[src/rtl/fetch_stage.sv]
// Instruction-fetch stage: holds the PC, fetches over a req/ready handshake and
// presents the latched instruction plus PC+4 to the jump-address aggregator.
module fetch_stage #(
  parameter logic [31:0] RESET_PC = 32'h0000_0000
) (
  input  logic        clk,
  input  logic        rst,
  input  logic        stall,
  output logic        imem_req,
  output logic [31:0] imem_addr,
  input  logic        imem_ready,
  input  logic [31:0] imem_rdata,
  input  logic        jump,
  input  logic [31:0] jump_target,
  input  logic        branch,
  input  logic [31:0] branch_target,
  output logic [31:0] instr,
  output logic [25:0] instr_addr,
  output logic [31:0] pc_plus4,
  output logic        instr_valid,
  output logic        fsm_state
);

  typedef enum logic {
    FETCH  = 1'b0,
    DECODE = 1'b1
  } state_t;

  state_t      state;
  logic [31:0] pc;
  logic [31:0] next_pc;

  // Redirect priority: jump over branch over sequential; targets are word-aligned.
  always_comb begin
    next_pc = pc_plus4;
    if (jump) begin
      next_pc = {jump_target[31:2], 2'b00};
    end else if (branch) begin
      next_pc = {branch_target[31:2], 2'b00};
    end
  end

  // Handshake: imem_req stays high with imem_addr stable until a rising edge
  // sees imem_ready=1; that edge transfers imem_rdata. imem_ready is ignored
  // whenever imem_req is low.
  always_ff @(posedge clk) begin
    if (!rst) begin
      pc       <= RESET_PC;
      state    <= FETCH;
      instr    <= 32'h0;
      pc_plus4 <= 32'h0;
    end else begin
      case (state)
        FETCH: begin
          if (imem_ready) begin
            instr    <= imem_rdata;
            pc_plus4 <= pc + 32'd4;
            state    <= DECODE;
          end
        end
        DECODE: begin
          if (!stall) begin
            pc    <= next_pc;
            state <= FETCH;
          end
        end
        default: state <= FETCH;
      endcase
    end
  end

  assign imem_req    = rst && (state == FETCH);
  assign imem_addr   = pc;
  assign instr_valid = (state == DECODE);
  assign instr_addr  = instr[25:0];
  assign fsm_state   = (state == DECODE);

endmodule

[config.mk]
export PLATFORM = sky130hd
export DESIGN_NAME = fetch_stage
export DESIGN_NICKNAME = d
export VERILOG_FILES = /design/src/rtl/fetch_stage.sv
export SDC_FILE = /design/constraint.sdc
export NUM_CORES = 1
export LEC_CHECK = 0
export BUFFER_PORTS_ARGS = -buffer_cell sky130_fd_sc_hd__buf_2
export CAP_MARGIN = 20
export CELL_PAD_IN_SITES_DETAIL_PLACEMENT = 0
export CELL_PAD_IN_SITES_GLOBAL_PLACEMENT = 1
export CORE_ASPECT_RATIO = 1.4
export CORE_MARGIN = 2
export CORE_UTILIZATION = 30
export CTS_BUF_LIST = sky130_fd_sc_hd__clkbuf_4 sky130_fd_sc_hd__clkbuf_8
export DETAILED_ROUTE_END_ITERATION = 7
export HOLD_SLACK_MARGIN = 0.08
export PLACE_DENSITY_LB_ADDON = 0.12
export SLEW_MARGIN = 40
export SYNTH_ARGS = -nofsm -noshare
export SYNTH_HDL_FRONTEND = slang
export SYNTH_SLANG_ARGS = --single-unit
[constraint.sdc]
create_clock -name clk -period 1.7 [get_ports clk]
set_input_delay 0.425 -clock clk [delete_from_list [all_inputs] [get_ports clk]]
set_output_delay 0.425 -clock clk [all_outputs]
set_load 0.1 [all_outputs]
==> metrics, run 1 <==
1st-iter DRT viols=211; Core Footprint=15100 um2; violated checks=negative setup slack; Cell Area, Placed=6260 um2; Primary FF master, synth=dfxtp_1; pin count of the biggest net entering global routing=62; RSZ-0062 raised after global routing=yes; post-layout instance area=6690 um2; status=finished with violations; Syn Area/Cell=7.77 um2; fin crit period=1.93 ns; worst slack, placed=-0.298 ns; worst slew pin tran=0.502 ns; commonest non-fill, non-tap cell in the layout=buf_2; clock buffer count from CTS=9; DR WL/cell=15.2 um; iteration count of the initial detailed-routing pass=4; layout overhead on the synthesized area=44.7%; CP startpoint kind=register; Peak Freq=519 MHz; CP required=2.00 ns; Post-Syn Area=4620 um2; Die X=109 um; clock sink total=97; crit share post-route=1.13; skew final=0.00708 ns; via count=4905; min-delay worst type=in2reg; Design Power=6080 uW; antenna-violating nets left=0; LEAKAGE=0.00302 uW; Fin. Hold Viols=0; most frequent cells in the layout=199 x buf_2, 109 x nand2_1, 71 x a21oi_1, 64 x buf_4, 50 x o21ai_0; YS warnings=0; Worst-Skew Late Latency=0.36 ns; CTS tree=yes; total gr overflow=0; layout cell share with drive strength beyond 1=0.458; Die Y=151 um; Max-Cap Viols=0; Row Count=53; Routed WL=15.3 mm; PwrDens=909 nW/um2; fin nets=913; top cells by area, synth=dfxtp_1 42%, nand2_1 8.8%, a21oi_1 7.8%; first-pass GRT wire length=23.7 mm; initial core utilization=0.307; cts hold-fix bufs=0; Via density=4.87; DRC Markers=0; # port buffers=222; sequential-to-total area share from yosys stat=0.420; critical path class=reg2reg; Worst slew margin=0.668; Layout Utilization=0.445; maximum fanout along the worst path=8; DP Wirelength=11.4 mm; share of the synthesized area in the top cell type=0.420; Total GRT Usage=0.183; initial antenna violation count=0; Syn Inst Count=595; Clk pin slew, worst setup/hold paths=0.10 ns; CTS root buffer=clkbuf_8; WP data arrival=2.22 ns; Worst VDD drop=0.363 mV; I/O pins=227; Clock Tree Buf Depth=2; WHS=0.278 ns; die area=16400 um2; GP Congestion=0.780; H-tree depth=3; Unique masters post-synth=37; syn_nets=698; vias in the first global route=4711; post-synthesis register bit count=97; Crit. End Element=register; FFs w/ async S/R, synth=0; Post-synth EDFFs=0; setup violators final=12; Slew Viols, Final=0; top cell type by total area after synthesis=dfxtp_1; n_diodes=0; final setup margin=-0.227 ns
flip-flops by register name, summed over array words and instances, names as in the netlist:
register	count
pc_plus4	32
fsm_state	1
instr	32
imem_addr	32
area by class of cell:
cell class / count / area [um2]
inverters: 8 / 30.0
fillers: 1553 / 8360
well taps: 192 / 240
clock buffers: 10 / 131
clock inverters: 6 / 68.8
flip-flops and latches: 97 / 2060
multi-input cells: 418 / 2460
repair buffers: 276 / 1690
where the power goes:
part | total, uW | switching (uW) | internal, uW
combinational | 2040 | 1610 | 434
clock | 1540 | 842 | 703
sequential | 2490 | 110 | 2380
total | 6080 | 2560 | 3520
per-stage QoR:
stage               TNS [ns]  std cells
floorplan              -3.91        595
global placement       -1.80        988
detailed placement     -2.19        988
CTS                    -1.18       1009
global route           -2.63       1007
finish                 -1.34       1007
worst max-delay path, stage by stage, from the launching register on:
cell and delay, ns:
dfxtp_4 0.35, nand4_1 0.21, or4_4 0.67, or4_4 0.46, a31oi_4 0.17
logic make-up (layout without fill, tap and decap cells):
group,count (synthesis),after routing,share of synthesized area
AO/OA/AOI/OAI,158,158,0.189
XOR/XNOR,12,12,0.0227
adder cells (fa/ha/maj),1,1,0.00271
buffers and inverters,80,300,0.0880
flip-flops,97,97,0.420
multiplexers,30,30,0.0650
AND/OR/NAND/NOR,217,217,0.212
final timing paths:
| check | start | endpoint | slack [ns] | cells past startpoint |
|---|---|---|---|---|
| min reg2reg | instr[28] | instr[28] | 0.46 | 2 |
| min | imem_rdata[14] | instr[14] | 0.28 | 3 |
| max reg2reg | imem_addr[9] | pc_plus4[24] | -0.23 | 4 |
| max | imem_addr[9] | pc_plus4[24] | -0.23 | 4 |
cells in the mapped netlist (2+ instances only):
| library cell | instances |
|---|---|
| a21oi_1 | 72 |
| inv_1 | 8 |
| xor2_1 | 5 |
| or4_1 | 9 |
| and4_1 | 5 |
| nand3_1 | 9 |
| mux2i_1 | 30 |
| nor3_1 | 7 |
| nand2b_1 | 2 |
| a311oi_1 | 2 |
| o21ai_0 | 51 |
| buf_2 | 4 |
| o31ai_1 | 7 |
| or3_1 | 7 |
| a211oi_1 | 9 |
| clkbuf_1 | 36 |
| nand4_1 | 9 |
| xnor2_1 | 7 |
| nor4_1 | 8 |
| a22o_1 | 2 |
| a31oi_1 | 10 |
| nand2_1 | 109 |
| o31a_1 | 2 |
| buf_1 | 5 |
| and2_1 | 2 |
| dfxtp_1 | 97 |
| buf_4 | 27 |
| nor2_1 | 45 |
per-layer routing:
layer	track usage	wire, um	vias up
li1	-	-	2480
met5	0	0	-
met2	0.325	7620	164
met4	0.0577	276	0
met1	0.220	6480	2243
met3	0.0331	909	18
what timing repair did:
action | 4_1_cts | 5_1_grt
resized for setup | 30 | 20
pin swaps | 11 | 10
hold endpoints to repair | 0 | 0
setup endpoints to repair | 31 | 22
setup buffers | 5 | 0
Note: power is estimated with default switching activity, not from simulation.
==> run 2, diff against run 1 <==
Settings changed: PLACE_DENSITY set to 0.89, PLACE_DENSITY_LB_ADDON 0.12 to unset.
==> run 2 against run 1 <==
  * The flow still finishes with violations (negative setup slack)
  * Via count down 2.0%
  * Final area down 1.9%
  * Fmax up 4.5%
  * Critical endpoint is now pc_plus4[22]
  * Largest power group unchanged
==> metrics, run 2 (synthesis gave the netlist of run 1 again) <==
via count=4808 (-2.0%); violated checks=negative setup slack; Peak Freq=542 MHz (+4.5%); Row Count=53 (unchanged); Worst-Skew Late Latency=0.37 ns (about the same); min-delay worst type=in2reg; I/O pins=227 (unchanged); Crit. End Element=register; 1st-iter DRT viols=204 (-3.3%); WP data arrival=2.15 ns (-0.07 ns); grt met3 use=0.0383 (+0.00516); setup violators final=10 (-2); Worst slew margin=0.657 (-0.0110); CTS root buffer=clkbuf_8; die area=16400 um2 (unchanged); layout overhead on the synthesized area=42.0%; Via density=4.78 (-1.9%); total gr overflow=0 (unchanged); Die Y=151 um (unchanged); initial core utilization=0.307 (unchanged); LEAKAGE=0.00295 uW (-2.6%); Clk pin slew, worst setup/hold paths=0.10 ns (about the same); Int Power=3640 uW (+3.5%); DP Wirelength=11.2 mm (-1.3%); critical path class=reg2reg; CTS tree=yes; status=finished with violations; H-tree depth=3 (unchanged); Max-Cap Viols=0 (unchanged); Filler Cells Inserted=1530 (-1.5%); Switch Pwr=2520 uW (-1.5%); Routed WL=14.8 mm (-2.9%); initial antenna violation count=0 (unchanged); clock sink total=97 (unchanged); layout cell share with drive strength beyond 1=0.440 (-0.0173); Switching Fraction=0.409 (-0.0120); Register Area=2060 um2 (unchanged); skew final=0.0168 ns (+0.00976 ns); Clock Tree Buf Depth=2 (unchanged); Multi-input gate area=2360 um2 (-4.0%); fin crit period=1.84 ns (-0.0827 ns); Comb pwr share=0.327 (-0.009); DR WL/cell=14.7 um (-2.9%); cts hold-fix bufs=0 (unchanged); PwrDens=939 nW/um2 (+3.3%); commonest non-fill, non-tap cell in the layout=buf_2; final setup margin=-0.144 ns (+0.0827 ns); grt peak-use layer=met2; Slew Viols, Final=0 (unchanged); Die X=109 um (unchanged); Flop pwr share=0.404 (-0.006); maximum fanout along the worst path=9 (+1); GP Congestion=0.801 (+2.6%); fin nets=911 (-0.22%); Worst VDD drop=0.388 mV (+6.8%); clock buffer count from CTS=9 (unchanged); most frequent cells in the layout=198 x buf_2, 109 x nand2_1, 71 x a21oi_1, 66 x buf_4, 51 x o21ai_0; DRC Markers=0 (unchanged); first-pass GRT wire length=22.3 mm (-5.9%); crit share post-route=1.08 (-0.0486); RSZ-0062 raised after global routing=yes; # port buffers=222 (unchanged); met2 GRT Util=0.330 (+0.00497); antenna-violating nets left=0 (unchanged); pin count of the biggest net entering global routing=62 (unchanged); CP startpoint kind=register; Fin. Hold Viols=0 (unchanged); worst slew pin tran=0.515 ns (+0.0130 ns); iteration count of the initial detailed-routing pass=4 (unchanged); CP required=2.00 ns (about the same); Core Footprint=15100 um2 (unchanged); Total GRT Usage=0.176 (-0.00673); Layout Utilization=0.436 (-0.00848); Clock Power Share=0.268 (+0.014); GR Util met1=0.194 (-0.0255); worst slack, placed=-0.292 ns (+0.00585 ns); vias in the first global route=4448 (-5.6%)
## run 2: area by class of cell
cell class / instances / share of cell area
Clock buffer: 10 / 0.0200
Multi-Input combinational cell: 418 / 0.360
Antenna cell: 1 / 0.000381
Inverter: 8 / 0.00457
Timing Repair Buffer: 274 / 0.251
Sequential cell: 97 / 0.314
Clock inverter: 6 / 0.0128
Tap cell: 192 / 0.0366
## run 2: repair_timing
| action | in CTS | in global routing |
|---|---|---|
| endpoints found under the hold margin | 0 | 0 |
| pin swaps | 8 | 4 |
| gates resized for setup | 24 | 10 |
| endpoints found under the setup margin | 35 | 17 |
| cloned | 0 | 0 |
| buffers inserted | 2 | 1 |
## run 2: stage by stage
step | total power, uW | hold WS, ns | instance area, um2 | setup TNS, ns | instances
CTS | 6240 | 0.260 | 6500 | -1.17 | 1004
floorplan | 4150 | 0.549 | 4780 | -3.91 | 595
finish | 6160 | 0.282 | 6560 | -0.905 | 1006
global placement | 4540 | 0.439 | 6210 | -1.22 | 986
detailed placement | 4560 | 0.445 | 6210 | -1.75 | 986
global route | 6460 | 0.259 | 6560 | -1.91 | 1005
## run 2: power by group through the flow
stage / combinational (uW) / clock [uW] / sequential, uW
final: 2020 / 1650 / 2490
after global routing: 2120 / 1820 / 2510
after CTS: 2030 / 1720 / 2490
after detailed placement: 2010 / 0 / 2550
after global placement: 2000 / 0 / 2540
after floorplan: 716 / 0 / 3430
## run 2: path summary, 6_finish.rpt
check                                    start            to  slack [ns]  cells after the start
worst max-delay path              imem_addr[7]  pc_plus4[22]       -0.14                      5
worst min register to register       instr[31]     instr[31]        0.45                      2
worst min-delay path            imem_rdata[13]     instr[13]        0.28                      3
worst max register to register    imem_addr[7]  pc_plus4[22]       -0.14                      5
## run 2: worst max-delay path, cell delays in order, from the launching register on
cell	delay (ns)
dfxtp_4	0.35
nand4_1	0.19
or4_1	0.53
buf_6	0.16
or4_1	0.39
a31oi_1	0.16
## run 2: per-layer routing
layer	part of all wire	up-vias
li1	-	2484
met1	0.40	2171
met2	0.52	140
met3	0.063	13
met4	0.012	0
met5	0	-
